===== src/rtl/mic_frame_buffer.sv =====
// Ping-pong frame buffer between the decimated microphone stream and the FFT.
// One bank fills while the other is presented; samples arriving with both banks busy are dropped and counted.
module mic_frame_buffer #(
    parameter int WIDTH   = 32,
    parameter int SAMPLES = 16,
    parameter int DECIM   = 1
) (
    input  logic                       clk,
    input  logic                       rst_n,
    input  logic                       in_valid,
    input  logic [WIDTH-1:0]           in_sample,
    input  logic                       flush,
    output logic                       frame_valid,
    input  logic                       frame_ready,
    output logic [SAMPLES*WIDTH-1:0]   frame_data,
    output logic [15:0]                frame_seq,
    output logic                       overrun,
    output logic [15:0]                drop_count,
    input  logic                       clr_overrun
);

    localparam int IW = $clog2(SAMPLES);
    localparam int DW = (DECIM > 1) ? $clog2(DECIM) : 1;
    localparam logic [IW-1:0] LAST_IDX = IW'(SAMPLES - 1);
    localparam logic [DW-1:0] LAST_DEC = DW'(DECIM - 1);

    typedef enum logic {FILL, FULL_WAIT} state_t;

    state_t                             state_q, state_d;
    logic [IW-1:0]                      widx_q, widx_d;
    logic [DW-1:0]                      dcnt_q, dcnt_d;
    logic [SAMPLES-1:0][WIDTH-1:0]      wbuf_q, wbuf_d;
    logic [SAMPLES-1:0][WIDTH-1:0]      frame_q, frame_d;
    logic                               frame_valid_q, frame_valid_d;
    logic [15:0]                        frame_seq_q, frame_seq_d;
    logic                               overrun_q, overrun_d;
    logic [15:0]                        drop_count_q, drop_count_d;

    logic keep, release_rd, drop;

    always_comb begin
        state_d       = state_q;
        widx_d        = widx_q;
        dcnt_d        = dcnt_q;
        wbuf_d        = wbuf_q;
        frame_d       = frame_q;
        frame_valid_d = frame_valid_q;
        frame_seq_d   = frame_seq_q;
        overrun_d     = overrun_q;
        drop_count_d  = drop_count_q;
        drop          = 1'b0;

        keep       = in_valid & (dcnt_q == '0);
        release_rd = frame_valid_q & frame_ready;

        if (flush) begin
            dcnt_d = '0;
        end else if (in_valid) begin
            dcnt_d = (dcnt_q == LAST_DEC) ? '0 : dcnt_q + 1'b1;
        end

        // A swap below overrides this when the read bank is refilled on the same edge.
        if (release_rd) begin
            frame_valid_d = 1'b0;
        end

        if (flush) begin
            widx_d  = '0;
            state_d = FILL;
        end else begin
            case (state_q)
                FILL: begin
                    if (keep) begin
                        wbuf_d[widx_q] = in_sample;
                        if (widx_q == LAST_IDX) begin
                            widx_d = '0;
                            if (!frame_valid_q || release_rd) begin
                                frame_d       = wbuf_d;
                                frame_valid_d = 1'b1;
                                frame_seq_d   = frame_seq_q + 16'd1;
                            end else begin
                                state_d = FULL_WAIT;
                            end
                        end else begin
                            widx_d = widx_q + 1'b1;
                        end
                    end
                end
                FULL_WAIT: begin
                    // The new write bank only opens after the swap edge, so a same-cycle sample is lost.
                    drop = keep;
                    if (release_rd) begin
                        frame_d       = wbuf_q;
                        frame_valid_d = 1'b1;
                        frame_seq_d   = frame_seq_q + 16'd1;
                        widx_d        = '0;
                        state_d       = FILL;
                    end
                end
                default: state_d = FILL;
            endcase
        end

        if (clr_overrun) begin
            overrun_d    = drop;
            drop_count_d = {15'd0, drop};
        end else if (drop) begin
            overrun_d = 1'b1;
            if (drop_count_q != 16'hFFFF) begin
                drop_count_d = drop_count_q + 16'd1;
            end
        end
    end

    always_ff @(posedge clk or negedge rst_n) begin
        if (!rst_n) begin
            state_q       <= FILL;
            widx_q        <= '0;
            dcnt_q        <= '0;
            frame_q       <= '0;
            frame_valid_q <= 1'b0;
            frame_seq_q   <= 16'd0;
            overrun_q     <= 1'b0;
            drop_count_q  <= 16'd0;
        end else begin
            state_q       <= state_d;
            widx_q        <= widx_d;
            dcnt_q        <= dcnt_d;
            frame_q       <= frame_d;
            frame_valid_q <= frame_valid_d;
            frame_seq_q   <= frame_seq_d;
            overrun_q     <= overrun_d;
            drop_count_q  <= drop_count_d;
        end
    end

    // Bank storage is left unreset; it is only exposed after a full frame has been written.
    always_ff @(posedge clk) begin
        wbuf_q <= wbuf_d;
    end

    assign frame_valid = frame_valid_q;
    assign frame_data  = frame_q;
    assign frame_seq   = frame_seq_q;
    assign overrun     = overrun_q;
    assign drop_count  = drop_count_q;

endmodule

===== config.mk =====
export PLATFORM = sky130hd
export DESIGN_NAME = mic_frame_buffer
export DESIGN_NICKNAME = d
export VERILOG_FILES = /design/src/rtl/mic_frame_buffer.sv
export SDC_FILE = /design/constraint.sdc
export NUM_CORES = 2
export LEC_CHECK = 0
export CORE_AREA = 8 8 375 377
export CTS_CLUSTER_SIZE = 14
export DETAILED_ROUTE_END_ITERATION = 10
export DIE_AREA = 0 0 383 385
export SLEW_MARGIN = 0
export SYNTH_ARGS = -nofsm -noshare
export SYNTH_HDL_FRONTEND = slang
export SYNTH_SLANG_ARGS = --single-unit

===== constraint.sdc =====
create_clock -name clk -period 29.3 [get_ports clk]
set_clock_uncertainty 0.05 [all_clocks]
set_input_delay 4.395 -clock clk [delete_from_list [all_inputs] [get_ports clk]]
set_output_delay 4.395 -clock clk [all_outputs]
set_load 0.03 [all_outputs]

Yosys cells after proc, flatten, opt, wreduce, memory -nomap -nowiden

Index checks and enable logic that the tools add are counted.

$add $sub $neg: 4
Magnitude comparators: 2
Equal/unequal tests: 8
Multiplexer cells: 41
Bitwise operators: 5
Reductions and logical operators: 10

Operators by type and width:

| operator                                                                | number |
|---|---|
| 512-bit two-way mux                                                     | 4 |
| 512-bit case mux with 2 select lines                                    | 1 |
| 512-bit bitwise mux                                                     | 1 |
| 32-bit demux with 4-bit select                                          | 1 |
| 16-bit two-way mux                                                      | 7 |
| 16-bit by 1-bit adder with 16-bit output, second input constant         | 2 |
| 32-bit two-way mux                                                      | 1 |
| 16-bit case mux with 2 select lines                                     | 1 |
| 1-bit two-way mux                                                       | 18 |
| 4-bit two-way mux                                                       | 4 |
| 16-bit inequality test, second input constant                           | 1 |
| 4-bit case mux with 2 select lines                                      | 1 |
| 2-bit inequality test, second input constant                            | 3 |
| 2-bit nonzero test                                                      | 3 |
| 4-bit by 5-bit < comparator with 1-bit output, second input constant    | 1 |
| 5-bit AND reduction                                                     | 1 |
| 4-bit by 1-bit adder with 4-bit output, second input constant           | 1 |
| 4-bit == test, second input constant                                    | 1 |
| 4-bit by 1-bit >= comparator with 1-bit output, second input constant   | 1 |
| 1-bit case mux with 2 select lines                                      | 2 |
| 2-bit AND reduction                                                     | 2 |
| 3-bit by 2-bit inequality test with 1-bit output, second input constant | 1 |
| 3-bit inequality test, second input constant                            | 1 |
| 1-bit inverter                                                          | 3 |
| other kinds (7)                                                         | 8 |

Flip-flop bits (word level): 1064
Output and inout bits: 546

Longest topological paths before layout

Word-level depth: 9
Gate-level depth with buffers: 8

Worst setup path before layout

No wires, ideal clock.

Kind: input -> register
Start point: input port in_valid
End point: register wbuf_q[0] (netlist bit) (enable)
Data arrival time: 25.969 ns
Required time: 27.851 ns
Setup slack: 1.882 ns
Stages: 3
Buffers on the path: 1
Path through: clkbuf_1 -> nand2b_1 -> nor2_1

Longest elaborated chain between the ends: 2

RTL lines:

| what                          | RTL line | text |
|---|---|---|
| start, declared               | 10       | `input logic in_valid,` |
| 1-bit AND                     | 53       | `keep = in_valid & (dcnt_q == '0);` |
| 3-bit AND reduction (no line) | -        |  |
| end signal, assigned          | 139      | `wbuf_q <= wbuf_d;` |
| end, declared                 | 32       | `logic [SAMPLES-1:0][WIDTH-1:0] wbuf_q, wbuf_d;` |

Every way passes these cells.
A chain may end at the register's enable or synchronous reset.

Worst setup path in the final report

Start point: input port flush
End point: register frame_q, in the netlist frame_data[94]

Longest elaborated chain between the ends: 2

RTL lines:

| what                          | RTL line | text |
|---|---|---|
| start, declared               | 12       | `input logic flush,` |
| 1-bit inverter (no line)      | -        |  |
| 5-bit AND reduction (no line) | -        |  |
| end signal, assigned          | 129      | `frame_q <= frame_d;` |
| end, declared                 | 33       | `logic [SAMPLES-1:0][WIDTH-1:0] frame_q, frame_d;` |

Every way passes these cells.

==> impl_metrics.ini <==
[layout]
instances_no_fill = 5907
fin_nets = 4059
drive_gt1_frac = 0.1895
syn2layout_area_growth_pct = 23.50
final.fill_count = 12512

[drt]
drt_wl_total_um = 143600
wire_per_inst_um = 24.32
firstDrtPassIters = 5
postRouteAntennaNets = 0
via_per_inst = 5.133
vias = 30318
drc = 0
first_iter_violations = 2423

[placed_design]
pre_cts_ws_ps = 19790
routabilityCongestion = 0.7492
dp.cells = 5679
hpwlAfterDp_um = 87920
numPortBuffers = 583

[timing]
hold_viol = 0
period_needed_ps = 8881
slew_viol_final = 0
clock.fmax_mhz = 112.6
max-slew-margin-rel = 0.1584
fin_tns_setup_ps = 0
rsz0062_at_grt = false
worst_slew_pin_slew_ps = 1262
finalCritPeriodShare = 0.3031
finalSetupViolations = 0
timing.final.ws_setup_ps = 20420

[cts]
h-tree-depth = 3
cts_hold_buf = 0
cts_root_buf = clkbuf_16
numCtsBuffers = 115
clock_path_buffers = 3
cts-resized-gates = 0
clkLatencyLatePin_ps = 750
cts_num_sinks = 1063
post_cts_buffers = 0
cts_tree = yes
clk_pin_slew_ps = 60

[global_routing]
grtUsageMet1 = 0.2740
top_usage_layer = met2
use_met3 = 0.04736
track_usage = 0.1885
grt_pass1_vias = 29998
antenna_found_initial = 20
grt_pass1_wl_um = 208800
gr-usage-met2 = 0.2821
grt_max_degree = 243
grt_overflow_total = 0

[floorplanning]
core_area_mm2 = 0.1346
die_width_um = 383
io_pins = 584
initial_core_util = 0.3474
num_rows = 135
die_height_um = 385
design.die.area_mm2 = 0.1475

[yosys]
synth-seq-cells = 1063
synth_seq_area_share = 0.6236
synthesis.area_mm2 = 0.04676
synth_area_per_cell_um2 = 13.19
postSynthCellCount = 3545
ys_types = 33
synthesis.nets = 3589
ys_warn_count = 0

[worst_setup_path]
critPathLaunchType = primary input
end_kind = register
path_cells = clkdlybuf4s50_1 -> or4b_1 -> o32ai_4 -> buf_12 -> buf_4 -> buf_4 -> nor2_1 -> a21oi_1
path_class = primary input to register
critPathMostFrequentCell = buf_4
cp_max_fo = 242
cpPeakStageDelay_ps = 910
cp.arrival_ps = 9470
cp_slowest_cell = buf_4
worstPathRequired_ps = 29890

[pwr]
irDropWorstVdd_mv = 0.04442
p_per_area_mw_per_mm2 = 60.47
leakagePower_nw = 21.53
power_w = 0.003492

[outcome]
status = completed

[worst_hold_path]
hold_path_class = register to register

[run]
cap_violations = 0
[through the flow]
| step | utilization | instance area [um2] | hold slack (ps) |
|---|---|---|---|
| after global placement | 0.4006 | 53920 | 413.1 |
| after global routing | 0.4288 | 57730 | 452.3 |
| after floorplan | - | 46760 | 489.0 |
| after detailed placement | 0.4006 | 53920 | 414.5 |
| final | 0.4290 | 57750 | 438.2 |
| after CTS | 0.4288 | 57730 | 422.4 |
[state kept, by name, summed over array words and instances, names as in the netlist]
name         cells
state_q          1
frame_valid      1
overrun          1
frame_data     512
wbuf_q         512
widx_q           4
drop_count      16
frame_seq       16
[final timing paths]
path                                           start                          end  slack [ps]  depth (start not counted)
max                                            flush   frame_data[94]$_DFFE_PN0P_       20420                          8
min                        frame_seq[15]$_DFFE_PN0P_    frame_seq[15]$_DFFE_PN0P_         440                          1
max reg2reg                        state_q$_DFF_PN0_   frame_data[94]$_DFFE_PN0P_       23500                          8
min reg2reg                frame_seq[15]$_DFFE_PN0P_    frame_seq[15]$_DFFE_PN0P_         440                          1
max in group asynchronous                      rst_n  frame_data[202]$_DFFE_PN0P_       22510                          4
min in group asynchronous                      rst_n  frame_data[112]$_DFFE_PN0P_        3640                          1
[placed cells by master, fill, tap and decap left out, drive strengths merged]
master	Yosys	layout
clkdlybuf4s50	0	551
dfrtp	551	551
nor2	525	525
a21oi	520	520
mux2	513	513
mux2i	513	513
edfxtp	512	512
clkbuf	111	175
buf	154	67
clkinv	0	32
nand2	23	23
o21ai	18	18
xnor2	16	16
nand3	15	15
nand4	14	14
xor2	13	13
diode	0	10
inv	4	9
and3	6	6
nor3	6	6
ha	6	6
and2	6	6
bufinv	0	4
nand2b	3	3
nor2b	2	2
or3	2	2
and4	2	2
nor4	2	2
clkinvlp	0	2
a31oi	1	1
nor3b	1	1
o22ai	1	1
a41oi	1	1
or4b	1	1
o32ai	1	1
nand3b	1	1
a22oi	1	1
[area by class of cell]
type	count	area, um2	share of cell area
flip-flops and latches	1063	29170	0.5050
inverters	4	15.01	0.0002600
clock inverters	43	406.6	0.007041
clock buffers	175	3395	0.05878
multi-input cells	2213	16470	0.2851
well taps	1781	2228	0.03859
repair buffers	618	6048	0.1047
diodes	10	25.02	0.0004333
[cell usage after synthesis]
library cell	number	area (um2)
dfrtp_1	551	13790
nor2_1	525	1971
a21oi_1	520	2603
mux2_2	513	5777
mux2i_1	513	5135
edfxtp_1	512	15370
buf_2	150	750.7
clkbuf_1	111	416.7
nand2_1	23	86.33
o21ai_0	18	90.09
xnor2_1	16	140.1
nand3_1	15	75.07
nand4_1	14	87.58
xor2_1	13	113.9
and2_1	6	37.54
and3_1	6	37.54
ha_1	6	75.07
nor3_1	6	30.03
buf_1	4	15.01
inv_1	4	15.01
nand2b_1	3	18.77
and4_1	2	17.52
nor2b_1	2	12.51
nor4_1	2	12.51
or3_1	2	12.51
a22oi_1	1	7.510
a31oi_1	1	6.260
a41oi_1	1	8.760
nand3b_1	1	7.510
nor3b_1	1	7.510
o22ai_1	1	6.260
o32ai_2	1	16.27
or4b_1	1	10.01
[routing by layer]
metal  vias up  routed length [um]
li1      13828                   -
met2       971               62640
met4         0                2891
met1     15366               67380
met3       153               10730
met5         -                   0
[power by group]
| part | internal (W) | total [W] | switching (W) |
|---|---|---|---|
| sequential | 0.00164 | 0.00169 | 0.0000475 |
| clock | 0.000836 | 0.00146 | 0.000624 |
| combinational | 0.000125 | 0.000342 | 0.000217 |
[logic make-up after synthesis]
group	share of synthesized area
AO/OA/AOI/OAI	0.05854
XOR/XNOR	0.005432
adder cells (fa/ha/maj)	0.001605
buffers and inverters	0.02561
flip-flops	0.6236
multiplexers	0.2333
AND/OR/NAND/NOR	0.05183
[worst max-delay path: cells and delay by family]
family	cells	cell delay [ps]
buffers and inverters	4	3280
and+or+nand+nor	2	830
AOI/OAI and AO/OA	2	670
Power figures use the tool's default switching activity.
